`src/rtl/fetch_ctrl.sv`:
```
// Instruction-fetch sequencer: drives imem addresses, tracks the single
// in-flight read and buffers returned words in a 2-entry FIFO for decode.
module fetch_ctrl #(
    parameter logic [31:0] RESET_PC = 32'd0
) (
    input  logic        clk,
    input  logic        rst,
    output logic [31:0] imem_pc,
    input  logic [31:0] imem_instr,
    input  logic        redirect_valid,
    input  logic [31:0] redirect_pc,
    output logic        fetch_valid,
    output logic [31:0] fetch_instr,
    output logic [31:0] fetch_pc,
    input  logic        fetch_ready
);

    logic [31:0] pc_r;
    logic        inflight_r;
    logic [31:0] inflight_pc_r;
    logic [31:0] fifo_instr_r [2];
    logic [31:0] fifo_pc_r    [2];
    logic [1:0]  count_r;
    logic        head_r;
    logic        tail_r;
    logic        valid_r;

    logic        pop_s;
    logic        push_s;
    logic        issue_s;
    logic [2:0]  occ_s;
    logic [1:0]  count_nxt_s;

    // Request address, handshake qualifiers and the issue decision
    always_comb begin
        imem_pc     = pc_r;
        pop_s       = 1'b0;
        push_s      = 1'b0;
        occ_s       = 3'd0;
        issue_s     = 1'b0;
        count_nxt_s = count_r;
        if (redirect_valid) begin
            imem_pc = redirect_pc;
        end else begin
            imem_pc = pc_r;
        end
        pop_s  = valid_r & fetch_ready & ~redirect_valid;
        push_s = inflight_r & ~redirect_valid;
        // Occupancy after this cycle's pop; issuing keeps it within the 2 slots
        occ_s   = {1'b0, count_r} + {2'b00, inflight_r} - {2'b00, pop_s};
        issue_s = redirect_valid | (occ_s <= 3'd1);
        if (redirect_valid) begin
            count_nxt_s = 2'd0;
        end else begin
            count_nxt_s = count_r + {1'b0, push_s} - {1'b0, pop_s};
        end
    end

    // Fetch PC, in-flight tracking and FIFO bookkeeping
    always_ff @(posedge clk) begin
        if (rst) begin
            pc_r       <= RESET_PC;
            inflight_r <= 1'b0;
            count_r    <= 2'd0;
            head_r     <= 1'b0;
            tail_r     <= 1'b0;
            valid_r    <= 1'b0;
        end else begin
            inflight_r <= issue_s;
            if (issue_s) begin
                pc_r <= imem_pc + 32'd1;
            end
            count_r <= count_nxt_s;
            valid_r <= (count_nxt_s != 2'd0);
            if (redirect_valid) begin
                head_r <= 1'b0;
                tail_r <= 1'b0;
            end else begin
                if (push_s) begin
                    tail_r <= ~tail_r;
                end
                if (pop_s) begin
                    head_r <= ~head_r;
                end
            end
        end
    end

    // Payload storage needs no reset: entries are only read when counted valid
    always_ff @(posedge clk) begin
        if (issue_s) begin
            inflight_pc_r <= imem_pc;
        end
        if (push_s) begin
            fifo_instr_r[tail_r] <= imem_instr;
            fifo_pc_r[tail_r]    <= inflight_pc_r;
        end
    end

    assign fetch_valid = valid_r;
    assign fetch_instr = fifo_instr_r[head_r];
    assign fetch_pc    = fifo_pc_r[head_r];

endmodule

```
`config.mk`:
```
export PLATFORM = sky130hd
export DESIGN_NAME = fetch_ctrl
export DESIGN_NICKNAME = d
export VERILOG_FILES = /design/src/rtl/fetch_ctrl.sv
export SDC_FILE = /design/constraint.sdc
export NUM_CORES = 1
export LEC_CHECK = 0
export ABC_AREA = 1
export CORE_MARGIN = 3
export CORE_UTILIZATION = 50
export CTS_BUF_LIST = sky130_fd_sc_hd__clkbuf_4
export DETAILED_ROUTE_END_ITERATION = 8
export PLACE_DENSITY = 0.75
export SYNTH_ARGS = -nofsm -noshare
export SYNTH_HDL_FRONTEND = slang
export SYNTH_SLANG_ARGS = --single-unit
```
`constraint.sdc`:
```
create_clock -name clk -period 6.95 [get_ports clk]
set_clock_uncertainty 0.05 [all_clocks]
set_input_delay 1.0425 -clock clk [delete_from_list [all_inputs] [get_ports clk]]
set_output_delay 1.0425 -clock clk [all_outputs]
set_load 0.02 [all_outputs]
```
After elaboration in Yosys (flattened, before gate mapping)
Memories as Yosys holds them, arrays and structs flattened. A register that Yosys moved wholly into a read port is not among the register bits.
Index checks and enable logic that the tools add are counted.
- memories kept: 2
- memory bits (writable): 128
- output and inout port bits: 97
- bits in registers: 70
- input bits: 68
- word-level logic and storage cells: 32
- memories (name ; depth ; width ; read ports ; clocked after Yosys merged registers in ; wr ports ; line ; RTL):
    fifo_instr_r ; 2 ; 32 ; 1 ; 1 ; 1 ; 21 ; logic [31:0] fifo_instr_r [2];
    fifo_pc_r ; 2 ; 32 ; 1 ; 1 ; 1 ; 22 ; logic [31:0] fifo_pc_r [2];
- magnitude comparators: 1
- bitwise logic cells: 7
- mux-type cells: 8
- add/sub/neg operators: 5
- reductions and logical operators: 2
- operator list (kind ; count):
    adder 32 x 1 -> 32 bit, second input constant ; 1
    2-to-1 mux 32 bit ; 1
    2-to-1 mux 1 bit ; 6
    adder 2 x 1 -> 3 bit ; 1
    AND 1 bit ; 3
    less-or-equal comparator 3 x 1 -> 1 bit, second input constant ; 1
    NOT 1 bit ; 3
    subtractor 3 x 1 -> 3 bit ; 1
    adder 2 x 1 -> 2 bit ; 1
    2-to-1 mux 2 bit ; 1
    nonzero test 2 bit ; 1
    OR reduction 2 bit ; 1
    subtractor 2 x 1 -> 2 bit ; 1
    OR 1 bit ; 1

Logic depth before layout (Yosys ltp)
- depth after elaboration: 6
- gate-level depth with buffers: 17

Worst setup path after synthesis
OpenSTA, ideal clock, no wires.
- kind: input-to-reg
- from: input redirect_valid
- to: memory fifo_instr_r[1][0] (enable)
- data arrival time: 4.143 ns
- buffers on the path: 2
- stages on the path: 5
- setup slack: 2.270 ns
- path through: inv_2 > buf_6 > buf_6 > nand2_1 > nor2_1
- cells in the longest elaborated chain, start to end: 4
- RTL lines (item ; line ; RTL):
    from (decl) ; 10 ; input logic redirect_valid,
    NOT 1 bit ; 48 ; push_s = inflight_r & ~redirect_valid;
    AND 1 bit ; 48 ;
    2-to-1 mux 1 bit ; 94 ; if (push_s) begin
    2-to-1 mux 1 bit (implied by the code) ; 95 ; fifo_instr_r[tail_r] <= imem_instr;
    to (decl) ; 21 ;
No other way between the ends.

Final worst setup path
- from: input redirect_valid
- to: output imem_pc[31]
- cells in the longest elaborated chain, start to end: 1
- RTL lines (item ; line ; RTL):
    2-to-1 mux 32 bit ; 42 ; if (redirect_valid) begin
    to (decl) ; 8 ; output logic [31:0] imem_pc,
No other way between the ends.

==> summary.md <==
| Metric | Value |
|---|---|
| Detailed-route via count | `5615` |
| Switching part of the total power | `24.9%` |
| #FFs+latches synth | `199` |
| Number of endpoints failing setup at the final stage | `0` |
| Post-CTS setup buffer count | `0` |
| Antenna viol nets, final | `0` |
| Cell Int Power | `1.75 mW` |
| Count of endpoints failing hold in the final timing report | `0` |
| Library cell contributing the largest single delay on the critical path | `sky130_fd_sc_hd__clkdlybuf4s50_1` |
| Total wire length after detailed routing | `17700 microns` |
| Power per cell area | `217 mW/mm^2` |
| Number of sinks on the clock net | `199` |
| Setup CP Type | `in -> out` |
| Number of pins with negative max-slew slack in the final report | `0` |
| Via count normalized by instance count | `4.99` |
| Clock slew seen by the registers of the worst setup and hold paths | `140 ps` |
| Worst setup path endpoint | `imem_pc[31]` |
| Number of instances resized during post-cts repair | `0` |
| Minimum clock period | `4780 ps` |
| Cells after synthesis | `724` |
| Sequential area share after synthesis | `64.8%` |
| Initial standard-cell utilization of the core | `51.6%` |
| Switching power total | `581 uW` |
| Area added between synthesis and finish | `24.5%` |
| Share of layout cells above drive strength 1 | `19.2%` |
| Post-Syn Area per Cell | `11.9 sq um` |
| Die ar. | `0.0188 sq mm` |
| Top-area cell type share of the netlist area | `55.8%` |
| Max-slew headroom at the worst pin | `37.8%` |
| Proportion of power drawn by flip-flops and latches | `59.9%` |
| Largest net degree at the start of global routing | `65` |
| Crit Reg-Reg Endpoint | `pc_r[4]` |
| Number of optimization iterations in the first detailed-route pass | `5` |
| Vias in the first global route | `5414` |
| Worst IR drop on VDD | `0.0940 mV` |
| List of cells traversed by the critical path | `clkdlybuf4s50_1 -> buf_4 -> inv_2 -> or2_2 -> o21ai_0 -> inv_1 -> clkdlybuf4s50_1` |
| Path class of the lowest-slack min-delay path | `reg -> reg` |
| Measured slew at the worst slew-check pin | `933 ps` |
| Post-Synthesis Net Count | `797` |
| Crit-path max cell delay | `710 ps` |
| Standard cell core area | `0.0167 sq mm` |
| Number of nets in the final layout | `965` |
| Worst Setup End Kind | `primary output` |
| Row cnt | `47` |
| Combinational fraction of design power | `14.5%` |
| Maximum level of the CTS H-tree | `4` |
| CTS Buf Count | `17` |
| Most frequent standard cell in the layout excluding fill and tap cells | `sky130_fd_sc_hd__clkdlybuf4s50_1` |
| Post-synthesis cell area | `0.00861 sq mm` |
| Initial antenna violation count | `0` |
| Number of unique standard cell types used by synthesis | `33` |
| Count of max-cap constraint violations | `0` |
| Count of input and output buffers | `164` |
| Unrepaired setup endpoints after global routing | `false` |
| Cell type with the highest occurrence count on the critical path | `sky130_fd_sc_hd__clkdlybuf4s50_1` |
| Post-route clock period utilization | `68.8%` |
| Synth area leaders | `sky130_fd_sc_hd__edfxtp_1, sky130_fd_sc_hd__dfxtp_1, sky130_fd_sc_hd__mux2_2` |
| Depth of the worst register-to-register path | `15` |
| Buffer type at the clock tree root | `sky130_fd_sc_hd__clkbuf_4` |
| Data required time of the critical path | `5860 ps` |
| Most frequent cells in the layout | `sky130_fd_sc_hd__clkdlybuf4s50_1, sky130_fd_sc_hd__nand2_1, sky130_fd_sc_hd__edfxtp_1` |
| Category of the worst setup path launch point | `input port` |
| Setup TNS | `0 ps` |
| Global router's overall resource usage | `19.0%` |
| Signal arrival time at the worst endpoint | `3690 ps` |
| Number of buffers between clock root and the deepest sink | `2` |
| Hold buffer count at CTS | `0` |
| Routed wire per std cell | `15.7 microns` |
| CTS tree | `done` |
| First-iteration detailed-routing DRC count | `298` |
| Leakage power | `3.99 nW` |
| Clock network fraction of design power | `25.7%` |
| Launching point of the worst reg2reg path | `fetch_valid` |
| Die X-Extent | `137 microns` |
| Detail Placement HPWL | `12100 microns` |
| Number of antenna cells inserted | `0` |
| Final total power | `2.33 mW` |
| Global-route congestion overflow total | `0` |
| Critical Path Source | `redirect_valid` |
| Biggest fanout along the worst timing path | `32` |
| Achievable frequency | `0.209 GHz` |
| Chip Height | `137 microns` |
| Residual DRC count | `0` |
| Register-to-register setup slack | `3830 ps` |
| Post-synthesis cell type with the largest combined area | `sky130_fd_sc_hd__edfxtp_1` |
| Result of the run | `complete, no violations` |
| Io pins | `165` |
| Worst-skew pair later-pin latency | `560 ps` |
| Routability-driven placement congestion ratio | `0.856` |
| Wire length of the first global-routing pass | `27300 microns` |
| Yosys warning total | `0` |
==> cell families after synthesis <==
| kind of cell | count (synthesis) | share of synthesized area (%) |
|---|---|---|
| simple gates | 316 | 17.3 |
| fa+ha+maj | 5 | 0.814 |
| buf+inv | 77 | 4.20 |
| compound gates | 52 | 3.38 |
| flops | 199 | 64.8 |
| xor+xnor | 11 | 1.12 |
| mux | 64 | 8.37 |
==> final cells by class <==
| cell class | instances | area [sq um] |
|---|---|---|
| Tap cell | 220 | 275 |
| Clock buffer | 21 | 158 |
| Clock inverter | 11 | 124 |
| Timing Repair Buffer | 169 | 1680 |
| Inverter | 57 | 214 |
| Sequential cell | 199 | 5590 |
| Multi-Input combinational cell | 448 | 2680 |
| Fill cell | 1329 | 5980 |
==> worst max-delay path, delay by kind of cell <==
family	cells	cell delay, ps
buffers and inverters	5	2160
AOI/OAI and AO/OA	1	100
and+or+nand+nor	1	360
==> registers in the layout, summed over array words and instances (netlist names), named ones only <==
signal	cells
count_r	2
fetch_valid	1
fifo_instr_r	64
fifo_pc_r	64
head_r	1
inflight_pc_r	32
inflight_r	1
pc_r	32
tail_r	1
==> stage by stage <==
step                util, %  cell area (sq um)  std cells  hold WS [ps]  setup WS, ps
floorplan                 -               8610        724           371          2270
finish                 64.2              10700       1125           412          2170
CTS                    64.2              10700       1125           411          2180
global placement       62.5              10400       1093           371          2220
global route           64.2              10700       1125           415          2010
detailed placement     62.5              10400       1093           384          2180
==> synthesized netlist by cell type (all sizes together) <==
cell type  count
nand2        208
edfxtp       160
nor2          73
mux2          64
inv           57
dfxtp         39
o21ai         33
nand3         31
clkbuf        12
a21oi         11
buf            8
xnor2          7
o21bai         5
ha             4
xor2           4
nand3b         2
a211oi         1
a22o           1
a31oi          1
and2           1
fa             1
or2            1
==> worst min path at each step <==
stage	from	endpoint	slack, ps	cells after the start
floorplan	inflight_pc_r[0]	fifo_pc_r[0][0]	370	0
global placement	inflight_pc_r[30]	fifo_pc_r[0][30]	370	0
detailed placement	inflight_pc_r[11]	fifo_pc_r[1][11]	380	0
CTS	inflight_pc_r[15]	fifo_pc_r[0][15]	410	0
global route	inflight_pc_r[23]	fifo_pc_r[0][23]	420	0
finish	inflight_pc_r[15]	fifo_pc_r[0][15]	410	0
==> power groups by stage <==
| stage | registers (mW) | logic (mW) | clock network [mW] |
|---|---|---|---|
| global route | 1.40 | 0.364 | 0.665 |
| global placement | 1.42 | 0.333 | 0 |
| finish | 1.40 | 0.337 | 0.598 |
| CTS | 1.40 | 0.339 | 0.618 |
| floorplan | 1.42 | 0.188 | 0 |
| detailed placement | 1.42 | 0.337 | 0 |
==> metal layers <==
metal	vias up	share of wire, %	GRT usage [%]
li1	2780	-	-
met3	23	6.0	4.49
met2	164	48	31.3
met1	2648	45	25.4
met4	0	1.3	5.43
met5	-	0	0
Power figures use the tool's default switching activity.
==> edit, RTL diff (config.mk and constraints unchanged) <==
Make the reset (`rst`) asynchronous in one clocked block.
--- a/src/rtl/fetch_ctrl.sv
+++ b/src/rtl/fetch_ctrl.sv
@@ -58,5 +58,5 @@
 
     // Fetch PC, in-flight tracking and FIFO bookkeeping
-    always_ff @(posedge clk) begin
+    always_ff @(posedge clk or posedge rst) begin
         if (rst) begin
             pc_r       <= RESET_PC;
Function: differs if rst is asserted again (counterexample within 4 cycles, from zero or initial values and one cycle with rst high); with rst held inactive, the same outputs for 4 cycles.
==> edit against the unedited design <==
  * Setup slack better by 0.70 ns
  * Critical endpoint unchanged
  * Critical path type unchanged
  * Synthesized cell count is 15% higher
  * Largest cell class unchanged
  * Sequential cell count is 1 lower
  * Wire length is 4.0% higher
  * Cell area is 0.60% lower
  * Area after synthesis hardly changed
  * Non-clock buffer count is 3 higher
  * Cell count is 9.1% higher
Power is not compared: it rests on default switching activity, and its combinational part moved more than twofold at a synthesized area within 25%.
==> edit: results (changes against the unedited design) <==
The worst register-to-register path begins at fetch_valid$_DFF_PP0_. The remaining max-slew budget at the tightest pin came to 49.5% (+12 points). The number of unique standard cell types used by synthesis is 35 (+6.1%). The routed wire length came out at 18400 um (+4.0%). The post-synthesis cell count is 830 (+15%). The total instance count after detailed placement came out at 1194 (+9.2%). The met1 demand-to-capacity share in global routing came out at 25.5% (+0.14 points). The sequential cell area is 0.00576 mm2 (+3.0%). The signal arrival time at the worst endpoint is 2.99 ns (-0.70 ns). The via count of the routed design is 6146 (+9.5%).

The number of antenna violations at the first check in global routing came out at 1 (+1). The met2 track demand over resource in global routing was 33.9% (+2.6 points). The half-perimeter wire length after detailed placement came out at 12400 um (+2.6%). The portion of the post-synthesis area used by sequential elements is 66.8% (+2.0 points).

The commonest cells after synthesis are sky130_fd_sc_hd__nand2_1, sky130_fd_sc_hd__edfxtp_1, sky130_fd_sc_hd__nor2_1, sky130_fd_sc_hd__inv_1, sky130_fd_sc_hd__dfrtp_1. The flow ran to the end, and the final reports show no timing, DRC or antenna violations. The post-placement setup slack is 2.33 ns (+0.153 ns). The violation count after the first detailed-routing iteration came to 350 (+17%). The worst hold slack after final layout is 0.408 ns (-0.00401 ns). The number of global-route vias before repair came to 5712 (+5.5%).

The shortest period the worst path allows came out at 4.08 ns (-0.700 ns). The global placer's final weighted congestion is 0.835 (-2.4%). The global-route total usage across every layer came out at 20.1% (+1.0 points). The number of filler instances in the final layout is 1357 (+2.1%).

The first-pass iteration count of the detailed router is 4 (-1).
-- edit: changes by cell type in the layout (fill, tap and decap cells not counted), moves of 17 or more --
cell                      change
sky130_fd_sc_hd__nand2_1    +227
sky130_fd_sc_hd__mux2_2      -64
sky130_fd_sc_hd__dfrtp_1     +37
sky130_fd_sc_hd__o21ai_0     -17
sky130_fd_sc_hd__dfxtp_1     -38
sky130_fd_sc_hd__nand2_2     -18
-- edit: critical path, cell delays in order --
cell,delay [ns]
sky130_fd_sc_hd__buf_2,0.14
sky130_fd_sc_hd__buf_4,0.47
sky130_fd_sc_hd__inv_6,0.22
sky130_fd_sc_hd__or2_2,0.32
sky130_fd_sc_hd__o21ai_0,0.10
sky130_fd_sc_hd__inv_1,0.11
sky130_fd_sc_hd__clkdlybuf4s50_1,0.55
-- edit: cell families (layout without fill, tap and decap cells) --
| kind of cell | Yosys count | after routing | share of synthesized area, % |
|---|---|---|---|
| flops | 198 | 198 | 66.8 |
| other cells | 0 | 1 | 0 |
| simple gates | 515 | 515 | 25.3 |
| buf+inv | 72 | 248 | 4.04 |
| xor+xnor | 5 | 5 | 0.508 |
| fa+ha+maj | 6 | 6 | 0.959 |
| compound gates | 34 | 34 | 2.43 |
-- edit: final cells by class --
type,instances,share of cell area [%]
clock buffer,23,1.62
inverter,44,1.60
timing repair buffer,172,15.9
antenna,1,0.0235
tap,220,2.58
clock inverter,9,0.528
sequential,198,54.0
multi-input combinational,560,23.7
-- edit: power by group through the flow --
stage	clock network [mW]	logic [mW]	registers (mW)
6_report	0.514	1.43	1.91
5_1_grt	0.577	1.58	1.95
4_1_cts	0.531	1.45	1.91
3_5_place_dp	0	1.45	1.94
3_3_place_gp	0	1.42	1.92
2_1_floorplan	0	0.855	1.90
-- edit: per-layer routing --
layer	vias to the layer above	wire, um
li1	3035	-
met1	2908	7760
met2	179	9180
met3	24	1110
met4	0	341
met5	-	0
-- edit: final timing paths --
check / to / cells after the start
worst max-delay path: imem_pc[31] / 7
worst min-delay path: fifo_pc_r[0][28]$_DFFE_PP_ / 0
worst max register to register: inflight_pc_r[20]$_DFFE_PP_ / 11
worst min register to register: fifo_pc_r[0][28]$_DFFE_PP_ / 0
max in group asynchronous: head_r$_DFFE_PP0P_ / 3
min in group asynchronous: pc_r[4]$_DFFE_PP0P_ / 3
